## config.mk

```make
export PLATFORM = sky130hd
export DESIGN_NAME = mem_copy_engine_flat
export DESIGN_NICKNAME = d
export VERILOG_FILES = /design/src/rtl/mem_copy_engine_if.sv /design/src/rtl/mem_copy_engine.sv /design/src/flat_wrapper.sv
export SDC_FILE = /design/constraint.sdc
export NUM_CORES = 1
export LEC_CHECK = 0
export CAP_MARGIN = 20
export CORE_MARGIN = 4
export CORE_UTILIZATION = 45
export CTS_BUF_LIST = sky130_fd_sc_hd__clkbuf_16
export DETAILED_ROUTE_END_ITERATION = 7
export PLACE_DENSITY = 0.79
export SYNTH_ARGS = -nofsm -noshare
export SYNTH_HDL_FRONTEND = slang
export SYNTH_SLANG_ARGS = --single-unit
export TNS_END_PERCENT = 100
```

## constraint.sdc

```tcl
create_clock -name clk -period 2.55 [get_ports clk]
set_input_delay 0.51 -clock clk [delete_from_list [all_inputs] [get_ports clk]]
set_output_delay 0.51 -clock clk [all_outputs]
set_load 0.01 [all_outputs]
```

## src/rtl/mem_copy_engine_if.sv

```systemverilog
// Control and memory-bus bundle for the block copy/fill engine.
// The master modport is the engine's view; the slave modport is the CPU/memory side.
interface mem_copy_engine_if #(
    parameter int ADDR_W = 12,
    parameter int DATA_W = 8
);
    logic              start;
    logic              mode;
    logic [ADDR_W-1:0] src;
    logic [ADDR_W-1:0] dst;
    logic [ADDR_W:0]   len;
    logic [DATA_W-1:0] fill_val;
    logic              busy;
    logic              done;
    logic              mem_we;
    logic [ADDR_W-1:0] mem_addr;
    logic [DATA_W-1:0] mem_wdata;
    logic [DATA_W-1:0] mem_rdata;

    modport master (
        input  start, mode, src, dst, len, fill_val, mem_rdata,
        output busy, done, mem_we, mem_addr, mem_wdata
    );

    modport slave (
        output start, mode, src, dst, len, fill_val, mem_rdata,
        input  busy, done, mem_we, mem_addr, mem_wdata
    );
endinterface

```

## src/rtl/mem_copy_engine.sv

```systemverilog
// Block copy / block fill bus master for a byte-wide synchronous memory.
// All outputs are registered; next values are computed in a single combinational process.
module mem_copy_engine #(
    parameter int ADDR_W       = 12,
    parameter int DATA_W       = 8,
    parameter int READ_LATENCY = 1
) (
    input  logic              clk,
    input  logic              rst_n,
    mem_copy_engine_if.master bus
);
    localparam int LAT_W = (READ_LATENCY > 1) ? $clog2(READ_LATENCY + 1) : 1;
    localparam logic [ADDR_W-1:0] PTR_ONE = ADDR_W'(1);
    localparam logic [ADDR_W:0]   REM_ONE = (ADDR_W + 1)'(1);

    typedef enum logic [2:0] {IDLE, RD, WAIT, WR, FILL, FIN} state_t;

    state_t            state, state_n;
    logic              busy_q, busy_n;
    logic              done_q, done_n;
    logic              we_q, we_n;
    logic [ADDR_W-1:0] addr_q, addr_n;
    logic [DATA_W-1:0] wdata_q, wdata_n;
    logic [ADDR_W-1:0] src_ptr, src_n;
    logic [ADDR_W-1:0] dst_ptr, dst_n;
    logic [ADDR_W:0]   rem, rem_n;
    logic [LAT_W-1:0]  wcnt, wcnt_n;

    always_ff @(posedge clk or negedge rst_n) begin
        if (!rst_n) begin
            state   <= IDLE;
            busy_q  <= 1'b0;
            done_q  <= 1'b0;
            we_q    <= 1'b0;
            addr_q  <= '0;
            wdata_q <= '0;
            src_ptr <= '0;
            dst_ptr <= '0;
            rem     <= '0;
            wcnt    <= '0;
        end else begin
            state   <= state_n;
            busy_q  <= busy_n;
            done_q  <= done_n;
            we_q    <= we_n;
            addr_q  <= addr_n;
            wdata_q <= wdata_n;
            src_ptr <= src_n;
            dst_ptr <= dst_n;
            rem     <= rem_n;
            wcnt    <= wcnt_n;
        end
    end

    // Outputs are the values they will hold in the cycle after this edge.
    always_comb begin
        state_n = state;
        busy_n  = busy_q;
        done_n  = 1'b0;
        we_n    = 1'b0;
        addr_n  = addr_q;
        wdata_n = wdata_q;
        src_n   = src_ptr;
        dst_n   = dst_ptr;
        rem_n   = rem;
        wcnt_n  = wcnt;
        unique case (state)
            IDLE: begin
                if (bus.start) begin
                    if (bus.len == '0) begin
                        state_n = FIN;
                        done_n  = 1'b1;
                    end else begin
                        busy_n  = 1'b1;
                        src_n   = bus.src;
                        dst_n   = bus.dst;
                        rem_n   = bus.len;
                        wdata_n = bus.fill_val;
                        if (bus.mode) begin
                            state_n = FILL;
                            we_n    = 1'b1;
                            addr_n  = bus.dst;
                        end else begin
                            state_n = RD;
                            addr_n  = bus.src;
                        end
                    end
                end
            end
            RD: begin
                state_n = WAIT;
                wcnt_n  = LAT_W'(READ_LATENCY - 1);
            end
            WAIT: begin
                if (wcnt == '0) begin
                    state_n = WR;
                    we_n    = 1'b1;
                    addr_n  = dst_ptr;
                    wdata_n = bus.mem_rdata;
                end else begin
                    wcnt_n = wcnt - LAT_W'(1);
                end
            end
            WR: begin
                src_n = src_ptr + PTR_ONE;
                dst_n = dst_ptr + PTR_ONE;
                rem_n = rem - REM_ONE;
                if (rem == REM_ONE) begin
                    state_n = FIN;
                    done_n  = 1'b1;
                    busy_n  = 1'b0;
                end else begin
                    state_n = RD;
                    addr_n  = src_ptr + PTR_ONE;
                end
            end
            // Address and data for the current byte are already on the bus.
            FILL: begin
                dst_n = dst_ptr + PTR_ONE;
                rem_n = rem - REM_ONE;
                if (rem == REM_ONE) begin
                    state_n = FIN;
                    done_n  = 1'b1;
                    busy_n  = 1'b0;
                end else begin
                    we_n   = 1'b1;
                    addr_n = dst_ptr + PTR_ONE;
                end
            end
            FIN: begin
                state_n = IDLE;
            end
            default: begin
                state_n = IDLE;
                busy_n  = 1'b0;
            end
        endcase
    end

    assign bus.busy      = busy_q;
    assign bus.done      = done_q;
    assign bus.mem_we    = we_q;
    assign bus.mem_addr  = addr_q;
    assign bus.mem_wdata = wdata_q;

endmodule

```

## src/flat_wrapper.sv

```systemverilog
// flat-port wrapper written by rule: the top's interface ports become plain ports
module mem_copy_engine_flat 
#(
    parameter int ADDR_W       = 12,
    parameter int DATA_W       = 8,
    parameter int READ_LATENCY = 1
)
  (clk, rst_n, bus_start, bus_mode, bus_src, bus_dst, bus_len, bus_fill_val, bus_mem_rdata, bus_busy, bus_done, bus_mem_we, bus_mem_addr, bus_mem_wdata);
  mem_copy_engine_if #(.ADDR_W(ADDR_W), .DATA_W(DATA_W)) bus_i ();
  input  logic clk;
  input  logic rst_n;
  input wire logic [$bits(bus_i.start)-1:0] bus_start;
  input wire logic [$bits(bus_i.mode)-1:0] bus_mode;
  input wire logic [$bits(bus_i.src)-1:0] bus_src;
  input wire logic [$bits(bus_i.dst)-1:0] bus_dst;
  input wire logic [$bits(bus_i.len)-1:0] bus_len;
  input wire logic [$bits(bus_i.fill_val)-1:0] bus_fill_val;
  input wire logic [$bits(bus_i.mem_rdata)-1:0] bus_mem_rdata;
  output wire logic [$bits(bus_i.busy)-1:0] bus_busy;
  output wire logic [$bits(bus_i.done)-1:0] bus_done;
  output wire logic [$bits(bus_i.mem_we)-1:0] bus_mem_we;
  output wire logic [$bits(bus_i.mem_addr)-1:0] bus_mem_addr;
  output wire logic [$bits(bus_i.mem_wdata)-1:0] bus_mem_wdata;
  assign bus_i.start = bus_start;
  assign bus_i.mode = bus_mode;
  assign bus_i.src = bus_src;
  assign bus_i.dst = bus_dst;
  assign bus_i.len = bus_len;
  assign bus_i.fill_val = bus_fill_val;
  assign bus_i.mem_rdata = bus_mem_rdata;
  assign bus_busy = bus_i.busy;
  assign bus_done = bus_i.done;
  assign bus_mem_we = bus_i.mem_we;
  assign bus_mem_addr = bus_i.mem_addr;
  assign bus_mem_wdata = bus_i.mem_wdata;
  mem_copy_engine #(.ADDR_W(ADDR_W), .DATA_W(DATA_W), .READ_LATENCY(READ_LATENCY)) u_core (.clk(clk), .rst_n(rst_n), .bus(bus_i));
endmodule
```

==> metrics.md <==
| Metric | Value |
|---|---|
| Outcome | `finished, final reports clean` |
| Worst-margin pin slew | `around 700 ps` |
| TritonCTS Buffers | `9` |
| P_leak | `about 0.0023 µW` |
| Leading area contributor after synthesis | `dfrtp_1` |
| Synth top area cells | `dfrtp_1 36%, o21ai_0 6.7%, a21oi_1 4.8%, mux2i_1 3.9%, nor2_1 3.6%` |
| R2R Path Start | `u_core.dst_ptr[0]` |
| # clock sinks | `63` |
| DR WL/cell | `~19 µm` |
| Combinational group share of total power | `0.556` |
| Setup_tns | `0 ps` |
| Min Tclk post-route | `between 2000 and 2500 ps` |
| Global route overflow | `0` |
| P per Cell Area | `between 1000 and 1500 nW/µm²` |
| Global-route wire length before repair | `around 22000 µm` |
| Detailed Place HPWL | `between 9000 and 10000 µm` |
| Setup bufs post-CTS | `0` |
| PortBufs | `a little under 80` |
| Final worst path period share | `0.844` |
| Drt total wl | `around 14000 µm` |
| Worst Path Arrival | `around 2400 ps` |
| Total vias in the final route | `between 4000 and 5000` |
| Top cell type's share of synthesized area | `0.361` |
| Root buffer cell | `clkbuf_16` |
| Largest net degree at the start of global routing | `37` |
| Share of layout cells above drive strength 1 | `0.112` |
| Unrepaired setup endpoints after global routing | `no` |
| CTS tree | `done` |
| Worst-path clk slew | `~50 ps` |
| Core Footprint | `9330 µm²` |
| # DRC | `0` |
| Synth Instances | `506` |
| Crit-path cells | `clkdlybuf4s50_1 -> nor4_4 -> a41o_1 -> o21ai_1 -> buf_4 -> o21ai_0 -> o2bb2ai_1` |
| Synth Register Bits | `63` |
| DR vias/cell | `about 6.3` |
| Seq/Total Area, Yosys | `0.361` |
| Crit path required time | `2760 ps` |
| Number of global-route vias before repair | `between 4000 and 5000` |
| Die H | `106 µm` |
| Remaining antenna violation count after routing | `0` |
| Max Cap Viol | `0` |
| Clock network power share | `0.160` |
| Power, Total | `about 7400 µW` |
| Max rail drop VDD | `~0.48 mV` |
| Primary FF master, synth | `dfrtp_1` |
| Net Sw Power | `around 3300 µW` |
| Fin nets | `643` |
| Hold buffers post-CTS | `0` |
| CP Class | `input port to register` |
| DRT iter0 DRCs | `~350` |
| Post-route setup slack | `398 ps` |
| Sequential Power Share | `0.284` |
| Synthesis Warnings | `0` |
| Syn_nets | `~570` |
| Startpoint Class | `input port` |
| EDFF count, synth | `0` |
| Worst relative slew slack | `0.535` |
| Library cells used by synthesis | `62` |
| Async SR Flop Fraction | `1.00` |
| Crit path launch | `bus_len[9]` |
| Power Internal | `between 4000 and 5000 µW` |
| Final Hold Vio Count | `0` |
| Synth cell count leaders | `63 x dfrtp_1, 58 x o21ai_0, 42 x a21oi_1, 42 x nor2_1, 39 x nand2_1` |
| Slew Limit Fails | `0` |
| Setup violators final | `0` |
| FMAX | `about 460 MHz` |
| Placement Rows | `35` |
| CTS Buffer Depth | `2` |
| Hold Path Class | `input port to asynchronous set/reset pin` |
| DP Worst Slack | `70.6 ps` |
| Max Clock Skew | `5.74 ps` |
| Die Area | `approximately 11000 µm²` |
| Antenna violations before repair | `0` |
| Post-cts repair resize count | `0` |
| Crit Path Max Fanout | `14` |
| Layout area overhead | `28.9%` |
| Sw Share | `0.447` |
| Gr usage total | `0.243` |
| Mapped Avg Cell Area | `8.62 µm²` |
| IO Pins | `80` |
| Crit-path max cell delay | `between 500 and 600 ps` |
| DRT Pass-1 Iters | `6` |
| Final Util | `0.603` |
| RePlAce Congestion | `0.935` |
| Htree depth | `3` |
| Slowest cell on crit path | `clkdlybuf4s50_1` |
| Die width | `106 µm` |
| Skew-Pair Late Insertion Delay | `around 330 ps` |
| Most common cell in the netlist | `dfrtp_1` |
| Ant diodes | `0` |
| Starting Density | `0.468` |
| Crit end category | `register` |
| Mapped Area | `around 4400 µm²` |
==> power by group through the flow <==
| stage | Sequential (µW) | Combinational [µW] | Clock (µW) |
|---|---|---|---|
| after floorplan | 1970 | 2760 | 0 |
| after global placement | 2050 | 3900 | 0 |
| after detailed placement | 2080 | 4040 | 0 |
| after CTS | 2070 | 4070 | 1200 |
| after global routing | 2150 | 4490 | 1250 |
| final | 2100 | 4110 | 1180 |
==> critical path, delay by kind of cell <==
kind	cells	cell delay (ps)
and+or+nand+nor	1	80
buffers and inverters	2	850
AOI/OAI and AO/OA	4	920
==> area by class of cell <==
type,count,area (µm²)
Clock buffer,9,225
Clock inverter,7,55.1
Fill cell,801,3700
Inverter,14,52.6
Multi-Input combinational cell,393,2560
Sequential cell,63,1580
Tap cell,129,161
Timing Repair Buffer,101,988
==> per-layer routing <==
layer,up-vias,share of wire,global-route usage
li1,2047,-,-
met1,2150,0.41,0.298
met3,58,0.087,0.0674
met2,244,0.47,0.397
met4,0,0.035,0.110
met5,-,0,0
==> cell usage in the layout, fill, tap and decap left out, types with 5 or more instances in the layout <==
cell,synthesis,routed
dfrtp_1,63,63
o22a_1,5,5
inv_1,14,15
nor2_1,42,41
o21ai_0,58,57
a2bb2oi_1,5,5
nor4_1,8,8
nand4_1,8,8
a22oi_1,16,16
o22ai_1,7,7
o2bb2ai_1,5,5
buf_4,1,19
nand3_1,17,17
clkdlybuf4s50_1,0,78
a31oi_1,15,15
mux2i_1,17,17
a21oi_1,42,42
mux2_2,10,10
nand2_1,39,39
nand2b_1,5,5
clkbuf_16,0,9
nor3_1,18,18
xor2_1,5,5
and3_1,9,9
xnor2_1,5,5
==> final timing paths <==
check | to | slack (ps) | cells after the start
max in group asynchronous | u_core.src_ptr[9] | 1690 | 2
worst max-delay path | u_core.rem[10] | 400 | 7
worst max register to register | u_core.bus.mem_addr[9] | 440 | 5
worst min-delay path | u_core.rem[7] | 230 | 1
min in group clk | u_core.bus.mem_wdata[1] | 480 | 2
worst min register to register | u_core.bus.mem_wdata[1] | 480 | 2
==> through the flow <==
stage | hold slack (ps) | std cells | cell area, µm²
2_1_floorplan | 214 | 506 | 4360
3_3_place_gp | 463 | 700 | 5340
3_5_place_dp | 473 | 700 | 5340
4_1_cts | 235 | 716 | 5620
5_1_grt | 267 | 716 | 5620
6_report | 225 | 716 | 5620
==> flip-flops by register name, summed over array words and instances (netlist names) <==
| register | cells |
|---|---|
| u_core.state | 3 |
| u_core.src_ptr | 12 |
| u_core.bus.busy | 1 |
| u_core.rem | 13 |
| u_core.dst_ptr | 12 |
| u_core.bus.mem_wdata | 8 |
| u_core.bus.mem_we | 1 |
| u_core.bus.done | 1 |
| u_core.bus.mem_addr | 12 |
==> cells by family after synthesis <==
logic type	synth area share
muxes	0.0786
AOI/OAI and AO/OA	0.265
xor gates and xnor gates	0.0201
DFF	0.361
adders and majority gates	0.0115
and+or+nand+nor	0.212
buffers and inverters	0.0513
(Power assumes the default switching activity.)
